<file path="src/rtl/l1d_package.sv">
// Shared L1D definitions used by the data-RAM request path.
package l1d_package;

   localparam int L1D_MSHR_ENTRY_NUM = 4;
   localparam int L1D_MSHR_ID_WIDTH  = 2;

   localparam int ARB_RR    = 0;
   localparam int ARB_FIXED = 1;

   typedef struct packed {
      logic [L1D_MSHR_ID_WIDTH-1:0] mshr_id;
      logic                         wr_en;
      logic [5:0]                   set_idx;
      logic [3:0]                   way_idx;
      logic [31:0]                  data;
   } pack_data_ram_req_pld;

   typedef enum logic {
      ARB_IDLE = 1'b0,
      ARB_LOCK = 1'b1
   } arb_state_e;

endpackage

</file>
<file path="src/rtl/vrp_arb_rr_lock.sv">
// Burst-aware arbiter: winner search, round-robin pointer and burst lock FSM.
//
// state    | meaning
// ARB_IDLE | unlocked; winner picked by round-robin or fixed priority
// ARB_LOCK | mid-burst; only lock_idx may be granted until its last beat
module vrp_arb_rr_lock
   import l1d_package::*;
#(
   parameter int REQ_NUM  = L1D_MSHR_ENTRY_NUM,
   parameter int ARB_MODE = ARB_RR,
   parameter int IDX_W    = (REQ_NUM > 1) ? $clog2(REQ_NUM) : 1
) (
   input  logic               clk,
   input  logic               rst,
   input  logic [REQ_NUM-1:0] vld,
   input  logic [REQ_NUM-1:0] last,
   input  logic               stage_free,
   output logic [REQ_NUM-1:0] rdy,
   output logic               grant,
   output logic [IDX_W-1:0]   grant_idx,
   output logic               grant_last
);

   arb_state_e       state, state_nxt;
   logic [IDX_W-1:0] rr_ptr, rr_ptr_nxt;
   logic [IDX_W-1:0] lock_idx, lock_idx_nxt;
   logic [IDX_W-1:0] win_idx;
   logic [IDX_W-1:0] cand;
   logic             win_found;

   always_comb begin
      win_found = 1'b0;
      win_idx   = '0;
      cand      = '0;
      if (state == ARB_LOCK) begin
         win_found = vld[lock_idx];
         win_idx   = lock_idx;
      end else begin
         for (int k = 0; k < REQ_NUM; k++) begin
            if (ARB_MODE == ARB_FIXED)
               cand = IDX_W'(k);
            else
               cand = IDX_W'((int'(rr_ptr) + k) % REQ_NUM);
            if (!win_found && vld[cand]) begin
               win_found = 1'b1;
               win_idx   = cand;
            end
         end
      end
   end

   // Ready depends only on valids, lock state and the output stage.
   assign grant      = win_found && stage_free && !rst;
   assign grant_idx  = win_idx;
   assign grant_last = last[win_idx];
   assign rdy        = grant ? (REQ_NUM'(1) << win_idx) : '0;

   always_ff @(posedge clk) begin
      if (rst) begin
         state    <= ARB_IDLE;
         rr_ptr   <= '0;
         lock_idx <= '0;
      end else begin
         state    <= state_nxt;
         rr_ptr   <= rr_ptr_nxt;
         lock_idx <= lock_idx_nxt;
      end
   end

   always_comb begin
      state_nxt    = state;
      rr_ptr_nxt   = rr_ptr;
      lock_idx_nxt = lock_idx;
      case (state)
         ARB_IDLE: begin
            if (grant && !grant_last) begin
               state_nxt    = ARB_LOCK;
               lock_idx_nxt = win_idx;
            end
         end
         ARB_LOCK: begin
            if (grant && grant_last)
               state_nxt = ARB_IDLE;
         end
         default: state_nxt = ARB_IDLE;
      endcase
      // Pointer only advances at burst end so a burst never splits fairness.
      if (grant && grant_last) begin
         if (win_idx == IDX_W'(REQ_NUM - 1))
            rr_ptr_nxt = '0;
         else
            rr_ptr_nxt = win_idx + IDX_W'(1);
      end
   end

endmodule

</file>
<file path="src/rtl/vrp_data_ram_arb_burst.sv">
// Data-RAM request arbiter with burst locking and a single registered output stage.
module vrp_data_ram_arb_burst
   import l1d_package::*;
#(
   parameter int REQ_NUM  = L1D_MSHR_ENTRY_NUM,
   parameter int ARB_MODE = ARB_RR,
   parameter int IDX_W    = (REQ_NUM > 1) ? $clog2(REQ_NUM) : 1
) (
   input  logic                 clk,
   input  logic                 rst,
   input  logic [REQ_NUM-1:0]   v_in_vld,
   output logic [REQ_NUM-1:0]   v_in_rdy,
   input  pack_data_ram_req_pld v_in_pld [REQ_NUM],
   input  logic [REQ_NUM-1:0]   v_in_last,
   output logic                 out_vld,
   input  logic                 out_rdy,
   output pack_data_ram_req_pld out_pld,
   output logic [IDX_W-1:0]     out_idx,
   output logic                 out_last
);

   logic             stage_free;
   logic             grant;
   logic [IDX_W-1:0] grant_idx;
   logic             grant_last;

   assign stage_free = !out_vld || out_rdy;

   vrp_arb_rr_lock #(
      .REQ_NUM  (REQ_NUM),
      .ARB_MODE (ARB_MODE),
      .IDX_W    (IDX_W)
   ) u_arb (
      .clk        (clk),
      .rst        (rst),
      .vld        (v_in_vld),
      .last       (v_in_last),
      .stage_free (stage_free),
      .rdy        (v_in_rdy),
      .grant      (grant),
      .grant_idx  (grant_idx),
      .grant_last (grant_last)
   );

   always_ff @(posedge clk) begin
      if (rst)
         out_vld <= 1'b0;
      else if (stage_free)
         out_vld <= grant;
   end

   // grant is already masked by stage_free and rst, so a held beat is never overwritten.
   always_ff @(posedge clk) begin
      if (rst) begin
         out_pld  <= '0;
         out_idx  <= '0;
         out_last <= 1'b0;
      end else if (grant) begin
         out_pld  <= v_in_pld[grant_idx];
         out_idx  <= grant_idx;
         out_last <= grant_last;
      end
   end

endmodule

</file>
<file path="config.mk">
export PLATFORM = sky130hd
export DESIGN_NAME = vrp_data_ram_arb_burst
export DESIGN_NICKNAME = d
export VERILOG_FILES = /design/src/rtl/l1d_package.sv /design/src/rtl/vrp_arb_rr_lock.sv /design/src/rtl/vrp_data_ram_arb_burst.sv
export SDC_FILE = /design/constraint.sdc
export NUM_CORES = 1
export LEC_CHECK = 0
export BUFFER_PORTS_ARGS = -buffer_cell sky130_fd_sc_hd__buf_2
export CAP_MARGIN = 20
export CORE_ASPECT_RATIO = 0.5
export CORE_MARGIN = 1
export CORE_UTILIZATION = 40
export DETAILED_ROUTE_END_ITERATION = 6
export PLACE_DENSITY = 0.78
export SLEW_MARGIN = 5
export SYNTH_ARGS = -nofsm -noshare
export SYNTH_HDL_FRONTEND = slang
export SYNTH_SLANG_ARGS = --single-unit
</file>
<file path="constraint.sdc">
create_clock -name clk -period 6.8 [get_ports clk]
set_input_delay 0.68 -clock clk [delete_from_list [all_inputs] [get_ports clk]]
set_output_delay 0.68 -clock clk [all_outputs]
set_load 0.02 [all_outputs]
</file>
Word level (Yosys, flattened, before mapping)
Cells that the tools add are included.

Input port bits: 191. RAM bits: 0. Word-level logic and storage cells: 78. Memories: 0. Bits in read-only memories: 0. Bits in latches: 0. Flip-flop bits (word level): 54. Output and inout bits: 53.

Shift-type cells: 1. Reduce and logical (&&, ||, !) cells: 15. $mul: 0. Equality and inequality tests: 1. Multiplexer cells: 37. Add/sub/neg operators: 4. Bitwise gates (word level): 2. Magnitude comparators: 7. Div/mod/pow operators: 0.

Operators with widths (number): binary-select mux 45 bit (select 2 bit) (1); 2-to-1 mux 45 bit (2); 2-to-1 mux 2 bit (10); < comparator 2 x 3 -> 1 bit (second input constant) (6); 2-to-1 mux 1 bit (16); binary-select mux 1 bit (select 2 bit) (6); logical AND 1 bit (7); logical NOT 1 bit (6); adder 2 x 1 -> 2 bit (second input constant) (2); adder 2 bit (second input constant) (2); 2-to-1 mux 4 bit (1); left shift 1 x 2 -> 4 bit (first input constant) (1); greater-or-equal comparator 3 bit (second input constant) (1); inverter 2 -> 3 bit (1); == test 2 bit (second input constant) (1); case mux 1 bit (2 select lines) (1); AND reduction 2 bit (1); logical OR 1 bit (1); inverter 1 bit (1).

Depth between registers and ports, before layout
Gate-level depths: netlist (run 1).

Depth in word-level cells: 23. Mapped depth: 10. Gate-level depth less buffers: 8.

Cells and area by module
A second synthesis (run 1) with hierarchy kept.

Cell total of the unflattened synthesis: 330. Area, all modules: 3746.1 um^2.

By module, submodules not included: vrp_data_ram_arb_burst (sequential area each 980.9 um^2, cells each 269, instances 1, area an instance 3184.3 um^2); vrp_arb_rr_lock (sequential area each 100.1 um^2, cells each 61, instances 1, area an instance 561.8 um^2).

Worst setup path after synthesis (run 1)
OpenSTA, ideal clock, no wires.

Path type: input to output. From: in v_in_vld[2]. To: out v_in_rdy[1]. Path slack: 3.812 ns. Buffers on the path: 2. Data required time: 6.120 ns. Cell stages on the path: 8. Arrival: 2.308 ns. Cell sequence: nor2b_1 > a311oi_1 > nor3_1 > a21oi_1 > clkbuf_1 > clkbuf_1 > ha_1 > and2_1.

Cells in the longest elaborated chain, start to end: 19. Elaborated cells on any way between the ends: 33. Classes of those cells: 1 x shift; 24 x mux; 8 x reduce/logical.

RTL lines: start: declaration (line vrp_data_ram_arb_burst.sv:11) `input logic [REQ_NUM-1:0] v_in_vld,`; binary-select mux 1 bit (select 2 bit) (line vrp_arb_rr_lock.sv:44) `if (!win_found && vld[cand]) begin`; 2-to-1 mux 1 bit (not written as such) (line vrp_arb_rr_lock.sv:44); 2-to-1 mux 1 bit (line vrp_arb_rr_lock.sv:44); 2-to-1 mux 1 bit (line vrp_arb_rr_lock.sv:35) `if (state == ARB_LOCK) begin`; logical NOT 1 bit (line vrp_arb_rr_lock.sv:44); logical AND 1 bit (line vrp_arb_rr_lock.sv:44); 2-to-1 mux 1 bit (line vrp_arb_rr_lock.sv:44); 2-to-1 mux 1 bit (line vrp_arb_rr_lock.sv:35); [... 2 more ...]; 2-to-1 mux 1 bit (line vrp_arb_rr_lock.sv:44); 2-to-1 mux 1 bit (line vrp_arb_rr_lock.sv:35); logical NOT 1 bit (line vrp_arb_rr_lock.sv:44); logical AND 1 bit (line vrp_arb_rr_lock.sv:44); 2-to-1 mux 1 bit (line vrp_arb_rr_lock.sv:44); 2-to-1 mux 1 bit (line vrp_arb_rr_lock.sv:35); logical AND 1 bit (2 in series) (line vrp_arb_rr_lock.sv:53) `assign grant = win_found && stage_free && !rst;`; 2-to-1 mux 4 bit (*) (line vrp_arb_rr_lock.sv:56) `assign rdy = grant ? (REQ_NUM'(1) << win_idx) : '0;`; end: declaration (line vrp_data_ram_arb_burst.sv:12) `output logic [REQ_NUM-1:0] v_in_rdy,`.

Every way passes the cells marked *; elsewhere a longest branch is shown, timed or not. The select of a mux whose other input is x is not followed.

Worst setup path in the final report (run 1)
From: in v_in_vld[2]. To: out v_in_rdy[3].

The elaborated chain is that of the path after synthesis.

==> results of run 1 <==
==> metrics by stage <==
stage / util (%) / total power, mW / setup WS, ns
floorplan: - / 1.38 / 3.81
global placement: 55.6 / 1.71 / 3.49
detailed placement: 55.6 / 1.73 / 3.39
CTS: 57.3 / 1.99 / 3.38
global route: 57.3 / 2.15 / 3.24
finish: 57.3 / 1.98 / 3.39
==> metal layers <==
| metal | share of wire, % | vias up | GRT usage (%) |
|---|---|---|---|
| met2 | 49 | 143 | 41.3 |
| met5 | 0 | - | 0 |
| met1 | 44 | 2040 | 28.9 |
| met4 | 1.1 | 0 | 4.44 |
| li1 | - | 2330 | - |
| met3 | 5.6 | 12 | 4.27 |
==> synthesized netlist by cell type (2+ instances only) <==
cell	number	share of area, %
nand2b_1	52	9.1
dfxtp_1	54	30
nand2_1	190	20
mux2_4	2	0.84
inv_1	5	0.52
nand3_1	135	19
clkbuf_1	40	4.2
mux2i_1	3	0.84
a21oi_1	4	0.56
nor3_1	3	0.42
buf_1	7	0.73
ha_1	4	1.4
o21ai_0	49	6.8
nor2_1	8	0.84
and2_1	4	0.70
nor2b_1	3	0.52
==> layout by cell type (no fill, tap or decap), types with 2 or more instances in the layout <==
cell / instances
mux2_4: 2
inv_1: 5
nor3_1: 2
nor2b_1: 3
nand2b_1: 52
mux2i_1: 3
nand2_1: 190
nor2_1: 8
nand3_1: 135
dfxtp_1: 54
buf_4: 7
buf_2: 243
clkbuf_16: 5
and2_1: 4
ha_1: 4
o21ai_0: 49
a21oi_1: 3
==> power breakdown <==
| group | internal, mW | switching (mW) | total (mW) |
|---|---|---|---|
| registers | 0.472 | 0.0900 | 0.562 |
| logic | 0.403 | 0.761 | 1.16 |
| clock network | 0.146 | 0.108 | 0.255 |
| total | 1.02 | 0.959 | 1.98 |
==> flip-flops by register name (all words and copies together) (netlist names), named ones only <==
register and count:
out_vld 1, u_arb.rr_ptr 2, out_pld 45, u_arb.lock_idx 2
out_idx 2, out_last 1
==> logic make-up (layout without fill, tap and decap cells) <==
| group | Yosys count | in the layout | share of synthesized area [%] |
|---|---|---|---|
| compound gates | 62 | 62 | 9.58 |
| mux | 6 | 6 | 2.30 |
| fa+ha+maj | 4 | 4 | 1.39 |
| flops | 54 | 54 | 30.1 |
| buf+inv | 54 | 264 | 5.68 |
| simple gates | 398 | 398 | 50.9 |
==> layout make-up <==
cell class	count	area [um^2]
clock inverter	1	5.00
timing repair buffer	250	1270
sequential	54	1080
tap	117	146
fill	861	3720
inverter	6	22.5
clock buffer	7	143
multi-input combinational	470	2320
==> path summary, 6_finish.rpt <==
| path | end | start | slack, ns | cells past startpoint |
|---|---|---|---|---|
| worst min-delay path | out_pld[3] | out_pld[3] | 0.47 | 2 |
| worst max register to register | u_arb.rr_ptr[0] | u_arb.rr_ptr[1] | 3.83 | 8 |
| worst max-delay path | v_in_rdy[3] | v_in_vld[2] | 3.39 | 10 |
| worst min register to register | out_pld[3] | out_pld[3] | 0.47 | 2 |
==> critical path, delay by kind of cell <==
kind                       cells  cell delay [ns]
AOI/OAI and AO/OA              2             0.10
adders and majority gates      1             0.27
buffers and inverters          4             0.92
and+or+nand+nor                3             0.74
==> flow_summary.toml, run 1 <==
[outcome]
outcome = "finished, final reports clean"

[global_routing]
gr-usage-all-layers_pct = 23.1
gr-total-overflow = 0
grt_pass1_vias = 4003
grt_max_degree = 94
grt_pass1_wl_mm = 17.9
antenna_found_initial = 0

[hold_path]
hp-class = "flip-flop to flip-flop"

[worst_setup_path]
required_ns = 6.12
worstPathArrival_ns = 2.73
end_kind = "primary output"
crit_fanout = 43
crit_top_cell = "buf_2"
crit_chain = "buf_2, nor2b_1, a311oi_1, nor3_1, a21oi_4, inv_1, buf_4, ha_1, and2_1, buf_2"
startpoint_type = "input port"
crit_type = "input port to primary output"
cpMaxStageDelayCell = "nor3_1"
critical-path-max-stage-delay_ns = 0.48

[cells_and_area]
area_growth_pct = 39.0
nets = 982
fin_cells = 905
layout-drive-gt1-share_pct = 33.6
fin_area_um2 = 4990
antenna_cells = 0

[clocking]
tritoncts = "built"
cts-root-buf = "clkbuf_16"
cts_setup_buffers = 0
cts_sinks = 54
clkLatencyLatePin_ns = 0.29
cts_buffer_depth = 2
cts_resized = 0
cts.htree.levels = 2
hold_buffers = 0
clk_pin_slew_ns = 0.07
cts_made_buffers = 5

[floorplanning]
initial_core_util_pct = 41.2
die_area_um2 = 9380
core_area_um2 = 8710
num_io_pins = 244
placementRows = 24
die_h_um = 69
dieWidth_um = 136

[route]
dr_total_vias = 4525
routedWlPerCell_um = 12.1
drt-initial-drc-count = 268
drc = 0
firstDrtPassIters = 4
via_per_inst = 5.00
wl_mm = 10.9
antenna_left = 0

[synthesis]
synth_edf_count = 0
async_flop_share_pct = 0
postSynthAreaPerCell_um2 = 6.21
syn-num-nets = 773
netlist-cell-type-count = 31
syn_inst = 578
synthesis.area_um2 = 3590
synth_ff_type = "dfxtp_1"
ys_ff_latch = 54
synth_seq_area_share_pct = 30.1
yosys_warnings = 0

[flow_run]
drv_cap = 0

[placement]
port_buffers = 243
placed_cells = 897
dpl_cell_area_um2 = 4840
gp_congestion = 0.866
hpwl_mm = 7.93

[timing]
rsz0062_at_grt = "no"
fin_crit_ns = 3.41
hold_viol = 0
clock.fmax_ghz = 0.294
post-route-period-util_pct = 50.1
worstMarginPinSlew_ns = 0.889
holdWs_ns = 0.471
slew_headroom_pct = 40.7
finalMaxSlewViolations = 0
fin_worst_skew_ns = 0.00551
setup_viol = 0
tns_ns = 0

[pwr]
pwr_density_cell_nw_per_um2 = 397
irDropWorstVdd_uv = 186
leakagePower_nw = 2.55
Note: power is estimated with default switching activity, not from simulation.
==> run 2: changes to the inputs <==
Settings changed: ABC_AREA set to 1, PLACE_DENSITY 0.78 to 0.77.
Clock period 6.8 ns to 3.5 ns, I/O delays scaled along.
==> run 2 against run 1 <==
Compared with the run above:
- largest power group unchanged
- worst setup slack worse by 3.0 ns
- register-to-register slack got worse by 3.1 ns
- combinational power rose to 2.5 times the previous value
- largest cell class unchanged
- first-iteration DRC count decreased by 2.6%
- critical path depth grew 3
- clock-buffer cell count unchanged
- die area grew 2.6%
- sequential share of layout area is 0.22 points lower
==> flow_summary.toml, run 2 <==
[placement]
gp_congestion = 0.878
hpwl_mm = 8.77
dpl_cell_area_um2 = 4880
port_buffers = 243

[synthesis]
synth_compound_area_share_pct = 22.0
yosys.area_share.simple_pct = 35.2
ys_top_cells_by_area = "dfxtp_1 (29%), nand2_1 (15%), o21ai_0 (11%), nand3_1 (8.1%), nor2_1 (7.4%)"
yosysMostFrequentCell = "nand2_1"
async_flop_share_pct = 0
syn-num-nets = 797
synth_ff_type = "dfxtp_1"
synth_top_family_by_area = "simple AND/OR/NAND/NOR gates"
netlist-cell-type-count = 25
synthesis.area_um2 = 3690
postSynthAreaPerCell_um2 = 6.12
yosys.area.top_type_share_pct = 29.3
ys_ff_latch = 54
synth_edf_count = 0
synth_seq_area_share_pct = 29.3
post_synth_fa_ha_maj_area_fraction_pct = 1.36
synth_xor_area_share_pct = 0
yosys_warnings = 0
yosys-mux-area-fraction_pct = 0
syn_inst = 602
yosys.area.top_type = "dfxtp_1"
synthTopCellsByCount = "nand2_1 (151), o21ai_0 (79), nor2_1 (73)"

[global_routing]
antenna_found_initial = 0
grt_pass1_wl_mm = 18.6
gr-usage-all-layers_pct = 24.0
grt_max_degree = 66
grt_pass1_vias = 4221
gr-total-overflow = 0

[hold_path]
hp-class = "input port to flip-flop"
min_path_cells = 2
whs_endpoint = "u_arb.rr_ptr[0]"
worstHoldStart = "rst"

[cells_and_area]
antenna_cells = 0
largest_register = "out_pld"
nets = 1013
largest_reg_flops = 45
final_common_cell = "buf_2"
final_cell_mix = "buf_2 (243), nand2_1 (151), o21ai_0 (79), nor2_1 (72), nand3_1 (60)"
area_growth_pct = 36.8
fin_area_um2 = 5040
layout-drive-gt1-share_pct = 34.6

[clocking]
cts.htree.levels = 2
tritoncts = "built"
hold_buffers = 0
cts_resized = 0
cts_made_buffers = 5
cts-root-buf = "clkbuf_16"
clk_pin_slew_ns = 0.07
cts_buffer_depth = 2
cts_sinks = 54
clkLatencyLatePin_ns = 0.29
cts_setup_buffers = 0

[floorplanning]
dieWidth_um = 138
num_io_pins = 244
die_h_um = 69.9
die_area_um2 = 9630
core_area_um2 = 8830
initial_core_util_pct = 41.8
placementRows = 24

[pwr]
power_frac_seq_pct = 22.3
pwr-share-clk_pct = 12.4
irDropWorstVdd_uv = 467
p_sw_share_pct = 51.9
pwr_density_cell_nw_per_um2 = 894
pwr-share-comb_pct = 65.3
leakagePower_nw = 2.79
p_int_mw = 2.17
p_sw_mw = 2.34

[timing]
tns_ns = 0
clock.fmax_ghz = 0.320
slew_headroom_pct = 38.9
fin_worst_skew_ns = 0.00591
finalMaxSlewViolations = 0
post-route-period-util_pct = 89.2
rsz0062_at_grt = "no"
worstMarginPinSlew_ns = 0.915
setup_viol = 0
hold_viol = 0
fin_crit_ns = 3.12

[route]
antenna_left = 0
drc = 0
firstDrtPassIters = 5
via_per_inst = 5.03
drt-initial-drc-count = 261
dr_total_vias = 4712
routedWlPerCell_um = 12.7
wl_mm = 11.9

[worst_setup_path]
worstPathArrival_ns = 2.77
startpoint_type = "flip-flop"
crit_type = "flip-flop to primary output"
crit_fanout = 59
r2r_setup_slack_ns = 0.74
reg2reg_to = "out_pld[27]"
timing.rr.start = "u_arb.rr_ptr[0]"
end_kind = "primary output"
required_ns = 3.15
r2r_cells = 15

[outcome]
outcome = "finished, final reports clean"

[flow_run]
drv_cap = 0
-- run 2: changes by cell type in the layout (fill, tap and decap cells not counted), sizes merged, moves of 45 or more --
cell,change
inv,+48
nand2b,-52
nand3,-70
nor2,+69
o21ai,+45
-- run 2: worst max path at each step --
| stage | end | startpoint | cells after the start |
|---|---|---|---|
| 2_1_floorplan | v_in_rdy[0] | u_arb.rr_ptr[0] | 14 |
| 3_5_place_dp | v_in_rdy[2] | u_arb.rr_ptr[0] | 13 |
| 3_3_place_gp | v_in_rdy[3] | u_arb.rr_ptr[0] | 14 |
| 6_report | v_in_rdy[2] | u_arb.rr_ptr[0] | 13 |
| 5_1_grt | v_in_rdy[3] | u_arb.rr_ptr[0] | 14 |
| 4_1_cts | v_in_rdy[2] | u_arb.rr_ptr[0] | 13 |
-- run 2: power groups by stage --
stage / sequential, mW / clock, mW / combinational (mW)
after floorplan: 1.27 / 0 / 2.02
after global placement: 1.01 / 0 / 2.89
after detailed placement: 1.01 / 0 / 2.95
after CTS: 1.00 / 0.569 / 2.95
after global routing: 1.03 / 0.607 / 3.31
final: 1.00 / 0.557 / 2.95
-- run 2: layout make-up --
cell class              count  area, um^2
multi-input cells         451        2170
fillers                   903        3790
flip-flops and latches     54        1080
clock inverters             1        30.0
inverters                  55         206
clock buffers               7         133
well taps                 117         146
repair buffers            251        1280
-- run 2: metrics by stage --
stage	util, %	cells	power, mW	hold slack (ns)	setup slack, ns
2_1_floorplan	-	602	3.29	0.419	1.25
3_3_place_gp	55.3	928	3.90	0.455	0.790
4_1_cts	57.1	936	4.52	0.259	0.393
5_1_grt	57.1	936	4.95	0.257	0.125
6_report	57.1	936	4.51	0.266	0.379
3_5_place_dp	55.3	928	3.96	0.458	0.713
-- run 2: per-layer routing --
| layer | GRT usage (%) | wire length [um] | vias to the layer above |
|---|---|---|---|
| met5 | 0 | 0 | - |
| met4 | 6.16 | 225 | 0 |
| met3 | 4.87 | 751 | 20 |
| met2 | 43.8 | 5830 | 168 |
| met1 | 28.4 | 5070 | 2103 |
| li1 | - | - | 2421 |
-- run 2: cells by family after synthesis --
kind of cell | after synthesis
buffers and inverters | 97
AOI/OAI and AO/OA | 144
DFF | 54
adders and majority gates | 4
and+or+nand+nor | 303
-- run 2: critical path, cell delays in order (launching register included) --
cell,delay [ns]
dfxtp_1,0.54
inv_2,0.15
nand2_1,0.10
nand2_2,0.07
nand2_1,0.11
nand3_2,0.10
nor2_2,0.24
nor2_4,0.07
nand2_4,0.08
buf_4,0.45
ha_1,0.24
inv_1,0.04
nor2_1,0.09
buf_2,0.19
